--- config.mk ---
export PLATFORM = sky130hd
export DESIGN_NAME = clk_period_meter
export DESIGN_NICKNAME = d
export VERILOG_FILES = /design/src/rtl/clk_meas_pkg.sv /design/src/rtl/sig_edge_sync.sv /design/src/rtl/clk_period_meter.sv
export SDC_FILE = /design/constraint.sdc
export NUM_CORES = 1
export LEC_CHECK = 0
export ABC_AREA = 0
export CAP_MARGIN = 10
export CORE_MARGIN = 5
export CORE_UTILIZATION = 55
export DETAILED_ROUTE_END_ITERATION = 8
export GPL_ROUTABILITY_DRIVEN = 0
export PLACE_DENSITY = 0.8
export SETUP_SLACK_MARGIN = 0.15
export SLEW_MARGIN = 5
export SYNTH_ARGS = -nofsm -noshare
export SYNTH_HDL_FRONTEND = slang
export SYNTH_SLANG_ARGS = --single-unit
export TNS_END_PERCENT = 20
--- constraint.sdc ---
create_clock -name clk_in -period 3.8 [get_ports clk_in]
set_input_delay 0.95 -clock clk_in [delete_from_list [all_inputs] [get_ports clk_in]]
set_output_delay 0.95 -clock clk_in [all_outputs]
set_load 0.1 [all_outputs]
--- src/rtl/clk_meas_pkg.sv ---
// clk_meas_pkg: shared state type and default sizing for the clock period meter
package clk_meas_pkg;
  localparam int CNT_W_DEF = 16;
  localparam int LOCK_CNT_DEF = 4;
  typedef enum logic {IDLE, MEASURE} state_e;
endpackage

--- src/rtl/sig_edge_sync.sv ---
// sig_edge_sync: 2-flop synchronizer plus edge register emitting rise (and, with CLK_PERIOD_METER_DUTY_EN, fall) pulses
module sig_edge_sync (
  input  logic clk_i,
  input  logic rst_i,
  input  logic sig_i,
  output logic rise_o
`ifdef CLK_PERIOD_METER_DUTY_EN
  ,
  output logic fall_o
`endif
);
  logic s1_q, s2_q, lvl_q, rise_q;
  // synchronize the level, keep the previous synchronized level, register the rising-edge pulse
  always_ff @(posedge clk_i) begin
    if (rst_i) begin
      s1_q <= 1'b0;
      s2_q <= 1'b0;
      lvl_q <= 1'b0;
      rise_q <= 1'b0;
    end else begin
      s1_q <= sig_i;
      s2_q <= s1_q;
      lvl_q <= s2_q;
      rise_q <= s2_q & ~lvl_q;
    end
  end
  assign rise_o = rise_q;
`ifdef CLK_PERIOD_METER_DUTY_EN
  logic fall_q;
  // falling-edge pulse, aligned with the rising-edge pulse
  always_ff @(posedge clk_i) begin
    if (rst_i) fall_q <= 1'b0;
    else fall_q <= ~s2_q & lvl_q;
  end
  assign fall_o = fall_q;
`endif
endmodule

--- src/rtl/clk_period_meter.sv ---
// clk_period_meter: measures period, high time and lock of slow sig_in in clk_in cycles; CLK_PERIOD_METER_DUTY_EN enables high time
module clk_period_meter
  import clk_meas_pkg::*;
#(
  parameter int CNT_W = CNT_W_DEF,
  parameter int LOCK_CNT = LOCK_CNT_DEF
) (
  input  logic             clk_in,
  input  logic             rst,
  input  logic             sig_in,
  output logic [CNT_W-1:0] period,
  output logic [CNT_W-1:0] high_time,
  output logic             meas_valid,
  output logic             locked,
  output logic             overflow
);
  localparam logic [CNT_W-1:0] CNT_MAX = '1;
  localparam logic [3:0] LOCK_N = 4'(LOCK_CNT);
  state_e state_q, state_d;
  logic [CNT_W-1:0] cnt_q, cnt_d, period_q, period_d;
  logic [3:0] match_q, match_d;
  logic valid_q, valid_d, locked_q, locked_d, ovf_q, ovf_d, rise, meas;
`ifdef CLK_PERIOD_METER_DUTY_EN
  logic fall;
  sig_edge_sync u_sync (.clk_i(clk_in), .rst_i(rst), .sig_i(sig_in), .rise_o(rise), .fall_o(fall));
`else
  sig_edge_sync u_sync (.clk_i(clk_in), .rst_i(rst), .sig_i(sig_in), .rise_o(rise));
`endif
  assign meas = (state_q == MEASURE) && rise;
  // count between rising edges; an edge beats saturation, saturation without an edge aborts to IDLE
  always_comb begin
    state_d = state_q;
    cnt_d = cnt_q;
    period_d = period_q;
    valid_d = 1'b0;
    match_d = match_q;
    locked_d = locked_q;
    ovf_d = ovf_q;
    if (rise) begin
      state_d = MEASURE;
      cnt_d = CNT_W'(1);
    end else if (state_q == MEASURE && cnt_q == CNT_MAX) begin
      state_d = IDLE;
      cnt_d = '0;
      ovf_d = 1'b1;
      locked_d = 1'b0;
      match_d = '0;
    end else if (state_q == MEASURE) begin
      cnt_d = cnt_q + 1'b1;
    end
    if (meas) begin
      period_d = cnt_q;
      valid_d = 1'b1;
      match_d = (cnt_q == period_q) ? ((match_q == LOCK_N) ? LOCK_N : match_q + 4'd1) : 4'd1;
      locked_d = (match_d == LOCK_N);
      ovf_d = 1'b0;
    end
  end
  // state, counter and result registers
  always_ff @(posedge clk_in) begin
    if (rst) begin
      state_q <= IDLE;
      cnt_q <= '0;
      period_q <= '0;
      valid_q <= 1'b0;
      match_q <= '0;
      locked_q <= 1'b0;
      ovf_q <= 1'b0;
    end else begin
      state_q <= state_d;
      cnt_q <= cnt_d;
      period_q <= period_d;
      valid_q <= valid_d;
      match_q <= match_d;
      locked_q <= locked_d;
      ovf_q <= ovf_d;
    end
  end
`ifdef CLK_PERIOD_METER_DUTY_EN
  logic [CNT_W-1:0] hi_q, hi_d, high_q, high_d;
  logic fell_q, fell_d;
  // latch the count at the falling edge; a period without one reports its full length
  always_comb begin
    hi_d = (state_q == MEASURE && fall && !rise) ? cnt_q : hi_q;
    fell_d = (state_q == MEASURE && !rise) ? (fell_q | fall) : 1'b0;
    high_d = meas ? (fell_q ? hi_q : cnt_q) : high_q;
  end
  // high-time registers
  always_ff @(posedge clk_in) begin
    if (rst) begin
      hi_q <= '0;
      high_q <= '0;
      fell_q <= 1'b0;
    end else begin
      hi_q <= hi_d;
      high_q <= high_d;
      fell_q <= fell_d;
    end
  end
  assign high_time = high_q;
`else
  assign high_time = '0;
`endif
  assign period = period_q;
  assign meas_valid = valid_q;
  assign locked = locked_q;
  assign overflow = ovf_q;
endmodule

==> results of run 1 <==
[cell families after synthesis]
logic type | after synthesis
XOR/XNOR | 31
AND/OR/NAND/NOR | 97
flip-flops | 44
other | 1
adder cells (fa/ha/maj) | 3
buffers and inverters | 33
multiplexers | 1
AO/OA/AOI/OAI | 31
[state kept, by name (all words and copies together), names as in the netlist]
name,flops
period,16
u_sync.lvl_q,1
locked,1
u_sync.rise_o,1
u_sync.s1_q,1
match_q,4
meas_valid,1
cnt_q,16
u_sync.s2_q,1
state_q,1
overflow,1
[metal layers]
metal	up-vias	global-route usage, %	routed length, um
met5	-	0	0
met1	703	20.0	1810
li1	800	-	-
met4	0	6.89	68
met3	7	4.97	194
met2	32	25.2	1760
[placed cells by master (no fill, tap or decap), types with 4 or more instances in the layout]
cell type                         count
sky130_fd_sc_hd__dfxtp_1             44
sky130_fd_sc_hd__nand2_1             42
sky130_fd_sc_hd__xor2_1              28
sky130_fd_sc_hd__nor2_1              25
sky130_fd_sc_hd__a21oi_1             22
sky130_fd_sc_hd__clkdlybuf4s50_1     21
sky130_fd_sc_hd__conb_1              16
sky130_fd_sc_hd__inv_1                5
sky130_fd_sc_hd__nand3_1              5
sky130_fd_sc_hd__nand4_1              5
sky130_fd_sc_hd__nor4_1               5
sky130_fd_sc_hd__clkbuf_8             5
sky130_fd_sc_hd__nor2b_1              4
[through the flow]
stage / util [%] / hold slack [ps] / instance area, um^2
final: 63.6 / 392 / 2310
after CTS: 63.6 / 395 / 2310
after detailed placement: 60.7 / 385 / 2200
after floorplan: - / 367 / 2100
after global routing: 63.6 / 402 / 2310
after global placement: 60.7 / 371 / 2200
[synthesized netlist by cell type]
cell type,instances
sky130_fd_sc_hd__nor4_1,5
sky130_fd_sc_hd__and4_1,2
sky130_fd_sc_hd__nor3_1,2
sky130_fd_sc_hd__and4_4,1
sky130_fd_sc_hd__inv_1,5
sky130_fd_sc_hd__nor2_1,25
sky130_fd_sc_hd__nand3_4,1
sky130_fd_sc_hd__nor2b_1,4
sky130_fd_sc_hd__buf_1,1
sky130_fd_sc_hd__and3_1,3
sky130_fd_sc_hd__conb_1,1
sky130_fd_sc_hd__mux2i_1,1
sky130_fd_sc_hd__o22a_1,1
sky130_fd_sc_hd__a311o_1,1
sky130_fd_sc_hd__ha_1,3
sky130_fd_sc_hd__clkbuf_1,6
sky130_fd_sc_hd__buf_4,18
sky130_fd_sc_hd__a2bb2oi_1,1
sky130_fd_sc_hd__o21a_4,1
sky130_fd_sc_hd__a22o_1,3
sky130_fd_sc_hd__a21oi_1,22
sky130_fd_sc_hd__buf_2,3
sky130_fd_sc_hd__nand4_1,5
sky130_fd_sc_hd__dfxtp_1,44
sky130_fd_sc_hd__and2_1,2
sky130_fd_sc_hd__xor2_1,28
sky130_fd_sc_hd__nand2_1,42
sky130_fd_sc_hd__a32o_1,1
sky130_fd_sc_hd__nand3_1,5
sky130_fd_sc_hd__xnor2_1,3
sky130_fd_sc_hd__o21bai_1,1
[path summary, 6_finish.rpt]
check / startpoint / end / slack [ps] / cells after the start
worst min register to register: u_sync.lvl_q / u_sync.rise_o / 390 / 1
worst min-delay path: u_sync.lvl_q / u_sync.rise_o / 390 / 1
worst max-delay path: period[5] / period[5] / 1000 / 1
worst max register to register: cnt_q[0] / cnt_q[3] / 1740 / 6
[power groups by stage]
stage / clock, W / combinational, W / sequential, W
after global placement: 0 / 0.0000881 / 0.000477
after floorplan: 0 / 0.0000967 / 0.000476
after detailed placement: 0 / 0.0000885 / 0.000478
after global routing: 0.000375 / 0.0000921 / 0.000467
final: 0.000351 / 0.0000889 / 0.000467
after CTS: 0.000356 / 0.0000887 / 0.000467
[area by class of cell]
cell class	count	area (um^2)	area share [%]
clock buffers	6	72.6	3.14
flip-flops and latches	44	881	38.1
clock inverters	2	35.0	1.52
inverters	5	18.8	0.812
multi-input cells	179	1030	44.4
repair buffers	22	218	9.42
well taps	48	60.1	2.60
==> impl_metrics.tcl, run 1 <==
set metrics [dict create \
    clk_pin_slew_ps 80 \
    skew_ps 11.6 \
    critical_path_arrival_ps 1850 \
    drt_first_pass_iters 4 \
    layout.cells.non_filler 306 \
    synth_area_mm2 0.00205 \
    critPathCaptureType "output port" \
    layout.nets 263 \
    cts_buffers 5 \
    post_synth_fa_ha_maj_area_fraction_pct 1.83 \
    preCtsSetupSlack_ps 1340 \
    power_density_over_the_cells_mw_per_mm2 392 \
    post-layout-total-power_w 0.000906 \
    combinational_power_share_pct 9.8 \
    yosys.area_share.xor_xnor_pct 13.3 \
    die_h_um 71.0 \
    final-max-slew-violation-count 0 \
    placement_rows 22 \
    cp_slowest_cell "sky130_fd_sc_hd__clkdlybuf4s50_1" \
    postSynthAreaPerCell_um2 8.49 \
    detail_route.wl_per_cell_um 12.5 \
    power_frac_clock_pct 38.7 \
    p_leak_nw 0.964 \
    postSynthCellCount 241 \
    grt_start_max_net_pins 21 \
    grt_pass1_vias 1353 \
    worst_skew_pair.late_latency_ps 300 \
    slew_headroom_pct 34.3 \
    dpl.hpwl_um 2640 \
    cp_slowest_stage_delay_ps 1160 \
    antenna_found_initial 0 \
    initial_utilization_pct 56.3 \
    ir_drop_mv 0.245 \
    grt_util_overall_pct 15.9 \
    p_sw_share_pct 26.5 \
    postRouteAntennaNets 0 \
    main_combinational_cell_family_by_area_after_synthesis "simple AND/OR/NAND/NOR gates" \
    synth_largest_area_cell "sky130_fd_sc_hd__dfxtp_1" \
    final-hold-violation-count 0 \
    clock_sink_count 44 \
    fp.coreArea_mm2 0.00363 \
    htree_levels 2 \
    synth.area.mux_share_pct 0.489 \
    drt-vias-per-instance 5.04 \
    synth.ff_latch_count 44 \
    post_synth_main_area_contributors "sky130_fd_sc_hd__dfxtp_1 (43%), sky130_fd_sc_hd__xor2_1 (12%), sky130_fd_sc_hd__nand2_1 (7.7%), sky130_fd_sc_hd__buf_4 (6.6%), sky130_fd_sc_hd__a21oi_1 (5.4%)" \
    drt_first_iter_violations 150 \
    tightest_slew_ps 982 \
    placedCellCount 298 \
    post-route-min-period_ps 2800 \
    cts_post_setup_buffers_inserted 0 \
    drc 0 \
    syn_to_final_growth_pct 13.0 \
    synth_simple_gate_area_share_pct 22.1 \
    critical-path-top-delay-family "buffers and inverters" \
    design.portCount 38 \
    seq_power_share_pct 51.5 \
    cp_cell_sequence "clkdlybuf4s50_1" \
    synthDominantCellAreaShare_pct 43.0 \
    finalWorstSetupSlack_ps 1000 \
    clock.fmax_mhz 357 \
    grt_pass1_wl_um 6320 \
    outcome "complete, no violations" \
    power.net_switching_w 0.000240 \
    cp_data_required_time_ps 2850 \
    rsz0062_at_grt "no" \
    internal_power_w 0.000666 \
    cap_viol_max_count 0 \
    dr_total_vias 1542 \
    ctsResizeCount 0 \
    setup.worst_path.start_class "flip-flop" \
    critPathMaxFanout 3 \
    period_share_pct 73.6 \
    hold_class "reg -> reg" \
    finalSetupViolCount 0 \
    wirelength_um 3840 \
    cts-hold-fix-buffers 0 \
    die_area_mm2 0.00504 \
    tns_ps 0 \
    setup.worst_path.class "reg -> out" \
    ys_types 31 \
    ys_warn_count 0 \
    clk_path_buf_depth 2 \
    synth_compound_area_share_pct 9.60 \
    final_layout_size_suffix_gt1_share_pct 4.26 \
    cts_tree "built" \
    worst-path-buf-inv 1 \
    fp.dieW_um 71.0 \
    buffer_ports.inserted 21 \
    share_of_the_yosys_chip_area_belonging_to_registers_pct 43.0 \
    final.fill_count 325 \
    globalRoute.totalOverflow 0 \
    antennaDiodeCount 0 \
    clock_tree.root_cell "sky130_fd_sc_hd__clkbuf_8" \
]
(Power assumes the default switching activity.)
==> inputs of run 2 (changes only) <==
--- a/config.mk
+++ b/config.mk
@@ -8,10 +8,10 @@
 export ABC_AREA = 0
 export CAP_MARGIN = 10
 export CORE_MARGIN = 5
-export CORE_UTILIZATION = 55
+export CORE_UTILIZATION = 51
 export DETAILED_ROUTE_END_ITERATION = 8
 export GPL_ROUTABILITY_DRIVEN = 0
-export PLACE_DENSITY = 0.8
+export PLACE_DENSITY = 0.75
 export SETUP_SLACK_MARGIN = 0.15
 export SLEW_MARGIN = 5
 export SYNTH_ARGS = -nofsm -noshare
==> constraint.sdc (replaced) <==
create_clock -name clk_in -period 2.6 [get_ports clk_in]
set_input_delay 0.65 -clock clk_in [delete_from_list [all_inputs] [get_ports clk_in]]
set_output_delay 0.65 -clock clk_in [all_outputs]
set_load 0.1 [all_outputs]
==> run 2 against run 1 <==
Compared with the run above:
- core utilization decreased by 5.9 points
- worst hold slack got worse by 0.78 ps
- cell count increased by 0.98%
- combinational power increased by 46%
- sequential cell count unchanged
- die area increased by 6.7%
- clock power increased by 46%
- power increased by 46%
- design area decreased by 1.6%
- critical endpoint is now cnt_q[13]
==> impl_metrics.tcl, run 2 (same netlist as run 1, synthesis figures left out) <==
set metrics [dict create \
    grt_pass1_vias 1510 \
    hold_class "reg -> reg" \
    p_leak_nw 1.01 \
    timing.rr.start "cnt_q[0]" \
    die_h_um 73.4 \
    grt_start_max_net_pins 21 \
    antenna_found_initial 0 \
    cts_buffers 5 \
    drt-vias-per-instance 5.08 \
    cp_data_required_time_ps 2770 \
    placement_rows 23 \
    post-route-min-period_ps 2030 \
    antennaDiodeCount 0 \
    layout.nets 264 \
    cap_viol_max_count 0 \
    clock.fmax_mhz 494 \
    final-max-slew-violation-count 0 \
    grt_util_overall_pct 16.4 \
    clk_path_buf_depth 2 \
    grt_pass1_wl_um 6780 \
    slew_headroom_pct 53.9 \
    outcome "complete, no violations" \
    setup.worst_path.class "reg -> reg" \
    postRouteAntennaNets 0 \
    globalRoute.totalOverflow 0 \
    tns_ps 0 \
    reg2regPathDepth 6 \
    ir_drop_mv 0.368 \
    detail_route.wl_per_cell_um 13.0 \
    clock_tree.root_cell "sky130_fd_sc_hd__clkbuf_8" \
    final_layout_size_suffix_gt1_share_pct 12.0 \
    htree_levels 2 \
    critPathMaxFanout 15 \
    buffer_ports.inserted 21 \
    fp.coreArea_mm2 0.00394 \
    placement.cell_area_mm2 0.00217 \
    cts-hold-fix-buffers 0 \
    ctsResizeCount 0 \
    wirelength_um 4010 \
    critical_path_arrival_ps 2190 \
    worst_setup_path_endpoint "cnt_q[13]" \
    drc 0 \
    rsz0062_at_grt "no" \
    clock_sink_count 44 \
    drt_first_pass_iters 4 \
    dpl.hpwl_um 2810 \
    post-layout-total-power_w 0.00132 \
    critPathCaptureType "flip-flop" \
    initial_utilization_pct 51.9 \
    period_share_pct 77.9 \
    fp.dieW_um 73.4 \
    rrSetupSlack_ps 570 \
    worstReg2RegEnd "cnt_q[13]" \
    skew_ps 8.89 \
    setup.worst_path.start_class "flip-flop" \
    design.portCount 38 \
    stdcell_area_mm2 0.00227 \
    postLayoutCoreUtil_pct 57.7 \
    mostFrequentLayoutCell "sky130_fd_sc_hd__dfxtp_1" \
    final_cell_mix "sky130_fd_sc_hd__dfxtp_1 (44), sky130_fd_sc_hd__nand2_1 (42), sky130_fd_sc_hd__xor2_1 (28)" \
    clk_pin_slew_ps 80 \
    drt_first_iter_violations 45 \
    cts_tree "built" \
    dr_total_vias 1571 \
    syn_to_final_growth_pct 11.1 \
    tightest_slew_ps 689 \
    worst_skew_pair.late_latency_ps 300 \
    die_area_mm2 0.00538 \
    power_density_over_the_cells_mw_per_mm2 582 \
    cts_post_setup_buffers_inserted 0 \
    final-hold-violation-count 0 \
    finalSetupViolCount 0 \
    critPathLaunch "cnt_q[0]" \
]
==> run 2: how the worst min path moves through the flow <==
stage,start,endpoint,slack [ps],cells after the start
2_1_floorplan,u_sync.lvl_q,u_sync.rise_o,370,1
3_3_place_gp,u_sync.lvl_q,u_sync.rise_o,380,1
3_5_place_dp,u_sync.lvl_q,u_sync.rise_o,380,1
4_1_cts,u_sync.lvl_q,u_sync.rise_o,400,1
5_1_grt,u_sync.lvl_q,u_sync.rise_o,430,1
6_report,u_sync.lvl_q,u_sync.rise_o,390,1
==> run 2: area by class of cell <==
type	instances	area, um^2
clock inverters	2	35.0
repair buffers	23	178
well taps	50	62.6
inverters	5	18.8
clock buffers	6	72.6
fillers	371	1670
multi-input cells	179	1030
flip-flops and latches	44	881
==> run 2: power breakdown <==
group	leakage [nW]	total (W)	switching, W	internal, W
clock	0.0552	0.000512	0.000227	0.000285
combinational	0.598	0.000130	0.000119	0.0000109
sequential	0.355	0.000682	0.00000470	0.000677
==> run 2: layer usage <==
layer | up-vias | GRT usage, % | wire length, um
li1 | 792 | - | -
met1 | 738 | 19.2 | 1740
met2 | 30 | 27.2 | 1950
met3 | 11 | 4.24 | 201
met4 | 0 | 8.85 | 123
met5 | - | 0 | 0
==> run 2: worst max-delay path, stage by stage (launching register included) <==
cell	delay, ps
sky130_fd_sc_hd__dfxtp_1	450
sky130_fd_sc_hd__ha_1	260
sky130_fd_sc_hd__nand3_1	100
sky130_fd_sc_hd__nor2_1	390
sky130_fd_sc_hd__nand3_4	150
sky130_fd_sc_hd__nand2_1	440
sky130_fd_sc_hd__nor2_1	100
==> run 2: metrics by stage <==
stage	hold slack (ps)	cells	setup WS, ps
after global routing	427	309	359
after global placement	375	301	532
after detailed placement	384	301	445
final	391	309	574
after floorplan	367	256	544
after CTS	396	309	573
